--- config.mk ---
export PLATFORM = sky130hd
export DESIGN_NAME = ipa_ctx_sched
export DESIGN_NICKNAME = d
export VERILOG_FILES = /design/src/rtl/ipa_ctx_sched.sv
export SDC_FILE = /design/constraint.sdc
export NUM_CORES = 1
export LEC_CHECK = 0
export CAP_MARGIN = 20
export CORE_MARGIN = 1
export CORE_UTILIZATION = 43
export DETAILED_ROUTE_END_ITERATION = 10
export PLACE_DENSITY = 0.73
export SLEW_MARGIN = 30
export SYNTH_ARGS = -nofsm -noshare
export SYNTH_HDL_FRONTEND = slang
export SYNTH_SLANG_ARGS = --single-unit
--- constraint.sdc ---
create_clock -name Clk -period 2.7 [get_ports Clk]
set_input_delay 0.54 -clock Clk [delete_from_list [all_inputs] [get_ports Clk]]
set_output_delay 0.54 -clock Clk [all_outputs]
set_load 0.03 [all_outputs]
--- src/rtl/ipa_ctx_sched.sv ---
// Context-load scheduler for the IPA context DMA: round-robin grant, one DMA fetch per job,
// then load/execution tracking with a per-phase watchdog and a done/error report to the owner.
module ipa_ctx_sched #(
    parameter int NB_REQ   = 4,
    parameter int ID_WIDTH = 5,
    parameter int TIMEOUT  = 1024
) (
    input  logic                       Clk,
    input  logic                       Reset,
    input  logic [NB_REQ-1:0]          req_i,
    input  logic [NB_REQ*ID_WIDTH-1:0] id_i,
    output logic [NB_REQ-1:0]          gnt_o,
    output logic [NB_REQ-1:0]          done_o,
    output logic                       err_o,
    output logic [ID_WIDTH-1:0]        done_id_o,
    output logic                       dma_fetch_en_o,
    output logic [ID_WIDTH-1:0]        dma_cfg_id_o,
    input  logic                       dma_exec_en_i,
    input  logic                       exec_comp_i,
    output logic                       busy_o,
    output logic [$clog2(NB_REQ)-1:0]  owner_o
);

    localparam int              OW       = $clog2(NB_REQ);
    localparam bit              WD_ON    = (TIMEOUT > 0);
    localparam logic [15:0]     WD_LAST  = WD_ON ? 16'(TIMEOUT - 1) : 16'd0;
    localparam logic [OW:0]     NB_REQ_W = (OW + 1)'(NB_REQ);
    localparam logic [OW-1:0]   LAST_REQ = OW'(NB_REQ - 1);
    localparam logic [NB_REQ-1:0] ONE    = NB_REQ'(1);

    typedef enum logic [2:0] {
        IDLE,
        GRANT,
        LAUNCH,
        LOAD,
        EXEC,
        DONE
    } state_e;

    state_e                     state_q, state_d;
    logic [NB_REQ-1:0]          req_q;
    logic [NB_REQ*ID_WIDTH-1:0] id_q;
    logic [ID_WIDTH-1:0]        id_arr [NB_REQ];
    logic [OW-1:0]              owner_q, owner_d;
    logic [OW-1:0]              rr_ptr_q, rr_ptr_d;
    logic [ID_WIDTH-1:0]        cfg_id_q, cfg_id_d;
    logic [15:0]                wd_cnt_q, wd_cnt_d;
    logic                       expired;

    logic [NB_REQ-1:0]          gnt_q, gnt_d;
    logic [NB_REQ-1:0]          done_q, done_d;
    logic                       err_q, err_d;
    logic [ID_WIDTH-1:0]        done_id_q, done_id_d;
    logic                       fetch_q, fetch_d;
    logic [ID_WIDTH-1:0]        dma_id_q, dma_id_d;
    logic                       busy_q, busy_d;

    for (genvar k = 0; k < NB_REQ; k++) begin : g_id
        assign id_arr[k] = id_q[k*ID_WIDTH +: ID_WIDTH];
    end

    // First requester at or above ptr, wrapping around.
    function automatic logic [OW-1:0] rr_pick(input logic [NB_REQ-1:0] req,
                                              input logic [OW-1:0]     ptr);
        logic [2*NB_REQ-1:0] rot;
        logic [OW:0]         off;
        logic [OW:0]         sum;
        logic                found;
        rot   = {req, req} >> ptr;
        off   = '0;
        found = 1'b0;
        for (int i = 0; i < NB_REQ; i++) begin
            if (!found && rot[0]) begin
                found = 1'b1;
                off   = (OW + 1)'(i);
            end
            rot = rot >> 1;
        end
        sum = {1'b0, ptr} + off;
        if (sum >= NB_REQ_W) sum = sum - NB_REQ_W;
        return sum[OW-1:0];
    endfunction

    // NOTE: every signal written here gets a default first, so no path can infer a latch.
    always_comb begin
        state_d  = state_q;
        owner_d  = owner_q;
        rr_ptr_d = rr_ptr_q;
        cfg_id_d = cfg_id_q;
        wd_cnt_d = wd_cnt_q;
        expired  = 1'b0;

        unique case (state_q)
            IDLE: begin
                if (|req_q) begin
                    owner_d  = rr_pick(req_q, rr_ptr_q);
                    cfg_id_d = id_arr[owner_d];
                    state_d  = GRANT;
                end
            end
            GRANT:  state_d = LAUNCH;
            LAUNCH: begin
                wd_cnt_d = '0;
                state_d  = LOAD;
            end
            LOAD: begin
                if (dma_exec_en_i) begin
                    wd_cnt_d = '0;
                    state_d  = exec_comp_i ? DONE : EXEC;
                end else if (WD_ON && wd_cnt_q == WD_LAST) begin
                    expired = 1'b1;
                    state_d = DONE;
                end else begin
                    wd_cnt_d = wd_cnt_q + 16'd1;
                end
            end
            EXEC: begin
                if (exec_comp_i) begin
                    state_d = DONE;
                end else if (WD_ON && wd_cnt_q == WD_LAST) begin
                    expired = 1'b1;
                    state_d = DONE;
                end else begin
                    wd_cnt_d = wd_cnt_q + 16'd1;
                end
            end
            DONE: begin
                rr_ptr_d = (owner_q == LAST_REQ) ? '0 : owner_q + OW'(1);
                state_d  = IDLE;
            end
            default: state_d = IDLE;
        endcase

        // Outputs are decoded from the next state so each registered pulse lines up with its state.
        gnt_d     = '0;
        done_d    = '0;
        err_d     = 1'b0;
        done_id_d = '0;
        fetch_d   = 1'b0;
        dma_id_d  = '0;
        busy_d    = (state_d != IDLE);
        if (state_d == GRANT) gnt_d = ONE << owner_d;
        if (state_d == LAUNCH) begin
            fetch_d  = 1'b1;
            dma_id_d = cfg_id_d;
        end
        if (state_d == DONE) begin
            done_d    = ONE << owner_d;
            err_d     = expired;
            done_id_d = cfg_id_d;
        end
    end

    // NOTE: sequential state uses non-blocking assignments only; the asynchronous reset clears
    // the request sampling stage too, so a job aborted by reset leaves nothing behind.
    always_ff @(posedge Clk or negedge Reset) begin
        if (!Reset) begin
            state_q   <= IDLE;
            req_q     <= '0;
            id_q      <= '0;
            owner_q   <= '0;
            rr_ptr_q  <= '0;
            cfg_id_q  <= '0;
            wd_cnt_q  <= '0;
            gnt_q     <= '0;
            done_q    <= '0;
            err_q     <= 1'b0;
            done_id_q <= '0;
            fetch_q   <= 1'b0;
            dma_id_q  <= '0;
            busy_q    <= 1'b0;
        end else begin
            state_q   <= state_d;
            req_q     <= req_i;
            id_q      <= id_i;
            owner_q   <= owner_d;
            rr_ptr_q  <= rr_ptr_d;
            cfg_id_q  <= cfg_id_d;
            wd_cnt_q  <= wd_cnt_d;
            gnt_q     <= gnt_d;
            done_q    <= done_d;
            err_q     <= err_d;
            done_id_q <= done_id_d;
            fetch_q   <= fetch_d;
            dma_id_q  <= dma_id_d;
            busy_q    <= busy_d;
        end
    end

    assign gnt_o          = gnt_q;
    assign done_o         = done_q;
    assign err_o          = err_q;
    assign done_id_o      = done_id_q;
    assign dma_fetch_en_o = fetch_q;
    assign dma_cfg_id_o   = dma_id_q;
    assign busy_o         = busy_q;
    assign owner_o        = owner_q;

endmodule

==> results of run 1 <==
## power breakdown
group / internal (W) / total [W] / switching, W
clock network: 0.000352 / 0.000793 / 0.000441
logic: 0.000599 / 0.00137 / 0.000774
registers: 0.00128 / 0.00148 / 0.000194
total: 0.00223 / 0.00364 / 0.00141
## final timing paths
path / endpoint / cells after the start / start
min in group Clk: dma_cfg_id_o[0]$_DFF_PN0_ / 1 / cfg_id_q[0]$_DFF_PN0_
max in group asynchronous: id_q[10]$_DFF_PN0_ / 2 / Reset
worst min register to register: dma_cfg_id_o[0]$_DFF_PN0_ / 1 / cfg_id_q[0]$_DFF_PN0_
worst min-delay path: gnt_o[0]$_DFF_PN0_ / 1 / Reset
worst max-delay path: cfg_id_q[2]$_DFF_PN0_ / 9 / req_q[3]$_DFF_PN0_
worst max register to register: cfg_id_q[2]$_DFF_PN0_ / 9 / req_q[3]$_DFF_PN0_
## metrics by stage
stage	setup WS (ns)	area (sq um)	hold WS, ns	utilization [%]
global placement	0.223	3740	0.459	53.9
CTS	0.143	3930	0.236	56.5
detailed placement	0.148	3740	0.463	53.9
finish	0.294	3930	0.233	56.6
floorplan	0.229	3150	0.244	-
global route	0.0438	3930	0.286	56.6
## critical path, cell delays in order (launching register included)
cell and delay [ns]:
dfrtp_1 0.44, nor2b_1 0.17, a21oi_1 0.15, nor2_1 0.06, a211oi_1 0.21, a21oi_1 0.07, ha_2 0.53, mux2i_1 0.13
or4_1 0.42, o311ai_0 0.11
## logic make-up (layout without fill, tap and decap cells)
family	after synthesis	after routing
flops	73	73
mux	12	12
xor+xnor	14	14
compound gates	41	41
fa+ha+maj	3	3
buf+inv	17	75
simple gates	117	117
## placed cells by master, fill, tap and decap left out, drive strengths merged, types with 3 or more instances in the layout
cell type	n
nand2	21
nor3	5
nand4	8
or4	6
clkdlybuf4s50	49
mux2i	10
xor2	13
dfrtp	73
nor2b	9
o21ai	13
and3	4
and4	5
inv	9
buf	6
and2	6
a21boi	3
o311ai	5
nand3	8
ha	3
a21oi	9
nor4	4
nor3b	5
nand3b	4
nor2	24
clkbuf	9
## area by class of cell
| class | instances | area [sq um] |
|---|---|---|
| Inverter | 4 | 15.0 |
| Multi-Input combinational cell | 187 | 1240 |
| Tap cell | 96 | 120 |
| Clock inverter | 7 | 61.3 |
| Sequential cell | 73 | 1830 |
| Clock buffer | 9 | 124 |
| Timing Repair Buffer | 55 | 546 |
| Fill cell | 588 | 3010 |
## layer usage
layer  global-route usage (%)  up-vias  part of all wire [%]
li1                         -     1093                     -
met1                     21.1     1071                    46
met2                     29.0       45                    49
met3                     5.09        8                   4.0
met4                     6.56        0                   1.3
met5                        0        -                     0
## registers in the layout (all words and copies together) (netlist names)
register / count
req_q: 4
gnt_o: 4
busy_o: 1
dma_cfg_id_o: 5
cfg_id_q: 5
owner_o: 2
rr_ptr_q: 2
state_q: 3
dma_fetch_en_o: 1
id_q: 20
wd_cnt_q: 16
done_o: 4
err_o: 1
done_id_o: 5
==> impl_metrics.tcl, run 1 <==
set metrics [dict create \
    outcome "finished, final reports clean" \
    ioPinCount 51 \
    grt-ovfl-total 0 \
    grt_max_degree 45 \
    ys_ff_latch 73 \
    async_reset_ff_share_pct 100 \
    synth_top_family_by_area "simple AND/OR/NAND/NOR gates" \
    antenna_cells 0 \
    synth_cells 277 \
    dp_hpwl_um 4220 \
    worstSkewPairLatency_ns 0.35 \
    synthFlopType "dfrtp_1" \
    portBuffers 50 \
    hold_path_class "in2async" \
    die_w_um 87.6 \
    final_cells 431 \
    syn_to_final_growth_pct 24.7 \
    dp.cells 415 \
    initial_utilization_pct 45.4 \
    yosys_warnings 0 \
    fmax_mhz 416 \
    cts_made_buffers 9 \
    grt_pass1_wl_um 10100 \
    rrSetupSlack_ns 0.29 \
    synth_area_sq_um 3150 \
    slew_headroom_pct 54.1 \
    cts.sinks 73 \
    grt_pass1_vias 2190 \
    arrival_ns 2.64 \
    ctsResizeCount 0 \
    crit_required_ns 2.94 \
    path_max_fanout 10 \
    num_vias 2217 \
    first_pass_iters 4 \
    synth_cell_types 50 \
    synth_adder_area_share_pct 1.19 \
    synth_most_common_cell "dfrtp_1" \
    synth_area_leaders "dfrtp_1 (58%), xor2_1 (3.6%), mux2i_1 (3.2%)" \
    htreeDepth 3 \
    crit_type "reg2reg" \
    p_leak_nw 1.71 \
    drt_iter0_drc 54 \
    netlist_top_cells_count "dfrtp_1 (73), nor2_1 (21), nand2_1 (20)" \
    totalPowerFinal_w 0.00364 \
    fin_crit_ns 2.41 \
    slew_viol_final 0 \
    synthMuxAreaShare_pct 3.89 \
    synth_xor_area_share_pct 3.89 \
    antenna_found_initial 0 \
    drc 0 \
    avgViaCountPerCell 5.14 \
    synth_top_area_cell "dfrtp_1" \
    seq_area_frac_synth_pct 57.9 \
    cts_tree "yes" \
    synth_compound_area_share_pct 8.73 \
    pwr_density_cell_nw_per_um2 927 \
    core_sq_um 6940 \
    clock_skew_ns 0.00711 \
    synth_simple_gate_area_share_pct 21.4 \
    period_share_pct 89.1 \
    cts_hold_buffers 0 \
    die_h_um 87.6 \
    yosysTopAreaCellShare_pct 57.9 \
    drive_gt1_share_pct 11.0 \
    nNetsFinal 361 \
    cts-root-buf "clkbuf_8" \
    hold_viol 0 \
    track_usage_pct 17.3 \
    ir_drop_uv 357 \
    tns_ns 0 \
    wl_um 5900 \
    endpoint_kind "register" \
    maxCapViolCount 0 \
    die_area_sq_um 7680 \
    setup_violations 0 \
    syn_nets 308 \
    worst_pin_slew_ns 0.689 \
    rsz0062_at_grt "no" \
    ant_nets 0 \
    rows 30 \
    cts_buffer_depth 2 \
    critPathLaunchType "register" \
    clk_pin_slew_ns 0.08 \
    syn_avg_cell_area_sq_um 11.4 \
    cts_setup_buffers 0 \
    wl_per_cell_um 13.7 \
    gp_congestion 0.841 \
    synth-edff-count 0 \
]
No activity file was read; power rests on OpenSTA's default activity.
==> inputs of run 2 (changes only) <==
--- a/config.mk
+++ b/config.mk
@@ -9,6 +9,7 @@
 export CORE_MARGIN = 1
 export CORE_UTILIZATION = 43
 export DETAILED_ROUTE_END_ITERATION = 10
+export GPL_TIMING_DRIVEN = 0
 export PLACE_DENSITY = 0.73
 export SLEW_MARGIN = 30
 export SYNTH_ARGS = -nofsm -noshare
==> run 2 against run 1 <==
  * Flip-flop and latch count unchanged
  * Clock skew is 0.0026 ns higher
  * Utilization rose by 0.74 points
  * Clock-buffer cell count is the same
==> impl_metrics.tcl, run 2 (synthesis results as in run 1) <==
set metrics [dict create \
    cts-root-buf "clkbuf_8" \
    core_sq_um 6940 \
    cp_slowest_cell "or4_1" \
    layout_commonest_cell "dfrtp_1" \
    worstPathBufferInverterCount 2 \
    first_pass_iters 4 \
    ioPinCount 51 \
    critPathLaunch "rr_ptr_q[1]$_DFFE_PN0N_" \
    rows 30 \
    crit_chain "buf_4, nand2_1, a21oi_1, nor2_1, a211oi_1, a21oi_1, ha_1, xnor2_1, a31oi_1, buf_2, or4_1, o311ai_0" \
    ant_nets 0 \
    cp_common_cell "a21oi_1" \
    drive_gt1_share_pct 11.4 \
    fin_crit_ns 2.45 \
    dp_hpwl_um 4130 \
    cts_setup_buffers 0 \
    comb_power_share_pct 40.1 \
    largest_reg_flops 20 \
    critPathLaunchType "register" \
    path_max_fanout 10 \
    avgViaCountPerCell 5.08 \
    pwr-share-clk_pct 21.6 \
    critical_path.top_delay_family "simple AND/OR/NAND/NOR gates" \
    syn_to_final_growth_pct 26.3 \
    worstReg2RegEnd "cfg_id_q[3]$_DFF_PN0_" \
    p_leak_nw 1.74 \
    ir_drop_uv 500 \
    grt-ovfl-total 0 \
    die_area_sq_um 7680 \
    reg_top3 "id_q: 20 flops, wd_cnt_q: 16 flops" \
    grt_pass1_vias 2065 \
    rr_worst_depth 12 \
    max_flop_register "id_q" \
    portBuffers 50 \
    ctsResizeCount 0 \
    fmax_mhz 408 \
    antenna_found_initial 0 \
    rrSetupSlack_ns 0.25 \
    crit_required_ns 2.95 \
    crit_path_max_incr_delay_ns 0.51 \
    worstReg2RegStart "rr_ptr_q[1]$_DFFE_PN0N_" \
    cts_tree "yes" \
    cts_made_buffers 9 \
    worst_pin_slew_ns 0.703 \
    arrival_ns 2.70 \
    switching_share_pct 38.6 \
    nNetsFinal 369 \
    track_usage_pct 17.2 \
    period_share_pct 90.8 \
    clock_skew_ns 0.00967 \
    initial_utilization_pct 45.4 \
    die_w_um 87.6 \
    dp.cells 424 \
    hold_path_class "in2async" \
    slew_viol_final 0 \
    die_h_um 87.6 \
    tns_ns 0 \
    gp_congestion 0.851 \
    cts_hold_buffers 0 \
    drt_iter0_drc 97 \
    wl_um 5820 \
    hold_viol 0 \
    final_cell_mix "dfrtp_1 (73), clkdlybuf4s50_1 (49), nor2_1 (21)" \
    crit_type "reg2reg" \
    endpoint_kind "register" \
    antenna_cells 0 \
    internal_power_w 0.00225 \
    slew_headroom_pct 53.0 \
    clk_pin_slew_ns 0.09 \
    cts.sinks 73 \
    fin_util_pct 57.4 \
    htreeDepth 3 \
    final_cells 439 \
    outcome "finished, final reports clean" \
    setup_violations 0 \
    grt_max_degree 52 \
    cts_buffer_depth 2 \
    switchingPower_w 0.00141 \
    rsz0062_at_grt "no" \
    seq_power_share_pct 38.2 \
    wl_per_cell_um 13.2 \
    drc 0 \
    worstSkewPairLatency_ns 0.36 \
    totalPowerFinal_w 0.00366 \
    pwr_density_cell_nw_per_um2 920 \
    maxCapViolCount 0 \
    grt_pass1_wl_um 9740 \
    num_vias 2232 \
]
## run 2: cell types whose count changed in the layout (fill, tap and decap cells not counted), sizes merged
| cell | change |
|---|---|
| buf | +4 |
| clkbuf | +4 |
## run 2: layout make-up
| class | instances | area [sq um] |
|---|---|---|
| sequential | 73 | 1830 |
| inverter | 4 | 15.0 |
| clock inverter | 7 | 61.3 |
| clock buffer | 9 | 124 |
| buffer | 12 | 76.3 |
| fill | 604 | 2960 |
| timing repair buffer | 51 | 526 |
| multi-input combinational | 187 | 1230 |
| tap | 96 | 120 |
## run 2: layer usage
layer	GRT usage (%)	wire length, um
met1	21.5	2600
met2	26.8	2780
met3	5.18	308
met4	9.24	135
met5	0	0
## run 2: power groups by stage
stage	clock network (W)	registers, W	logic [W]
6_report	0.000792	0.00140	0.00147
5_1_grt	0.000868	0.00142	0.00163
4_1_cts	0.000822	0.00140	0.00147
3_5_place_dp	0	0.00142	0.00148
3_3_place_gp	0	0.00142	0.00145
2_1_floorplan	0	0.00156	0.000883
## run 2: worst max path at each step
stage,to,cells past startpoint
detailed placement,cfg_id_q[3]$_DFF_PN0_,12
CTS,cfg_id_q[4]$_DFF_PN0_,11
global route,cfg_id_q[2]$_DFF_PN0_,12
finish,cfg_id_q[3]$_DFF_PN0_,12
global placement,wd_cnt_q[7]$_DFFE_PN0P_,1
floorplan,cfg_id_q[3]$_DFF_PN0_,12
## run 2: metrics by stage
stage               setup WS, ns  instance area [sq um]  hold WS, ns
floorplan                  0.229                   3150        0.244
CTS                        0.190                   3980       0.0461
detailed placement        -0.188                   3800        0.446
global route              0.0203                   3980       0.0679
finish                     0.250                   3980       0.0557
global placement           -1.28                   3770        0.460
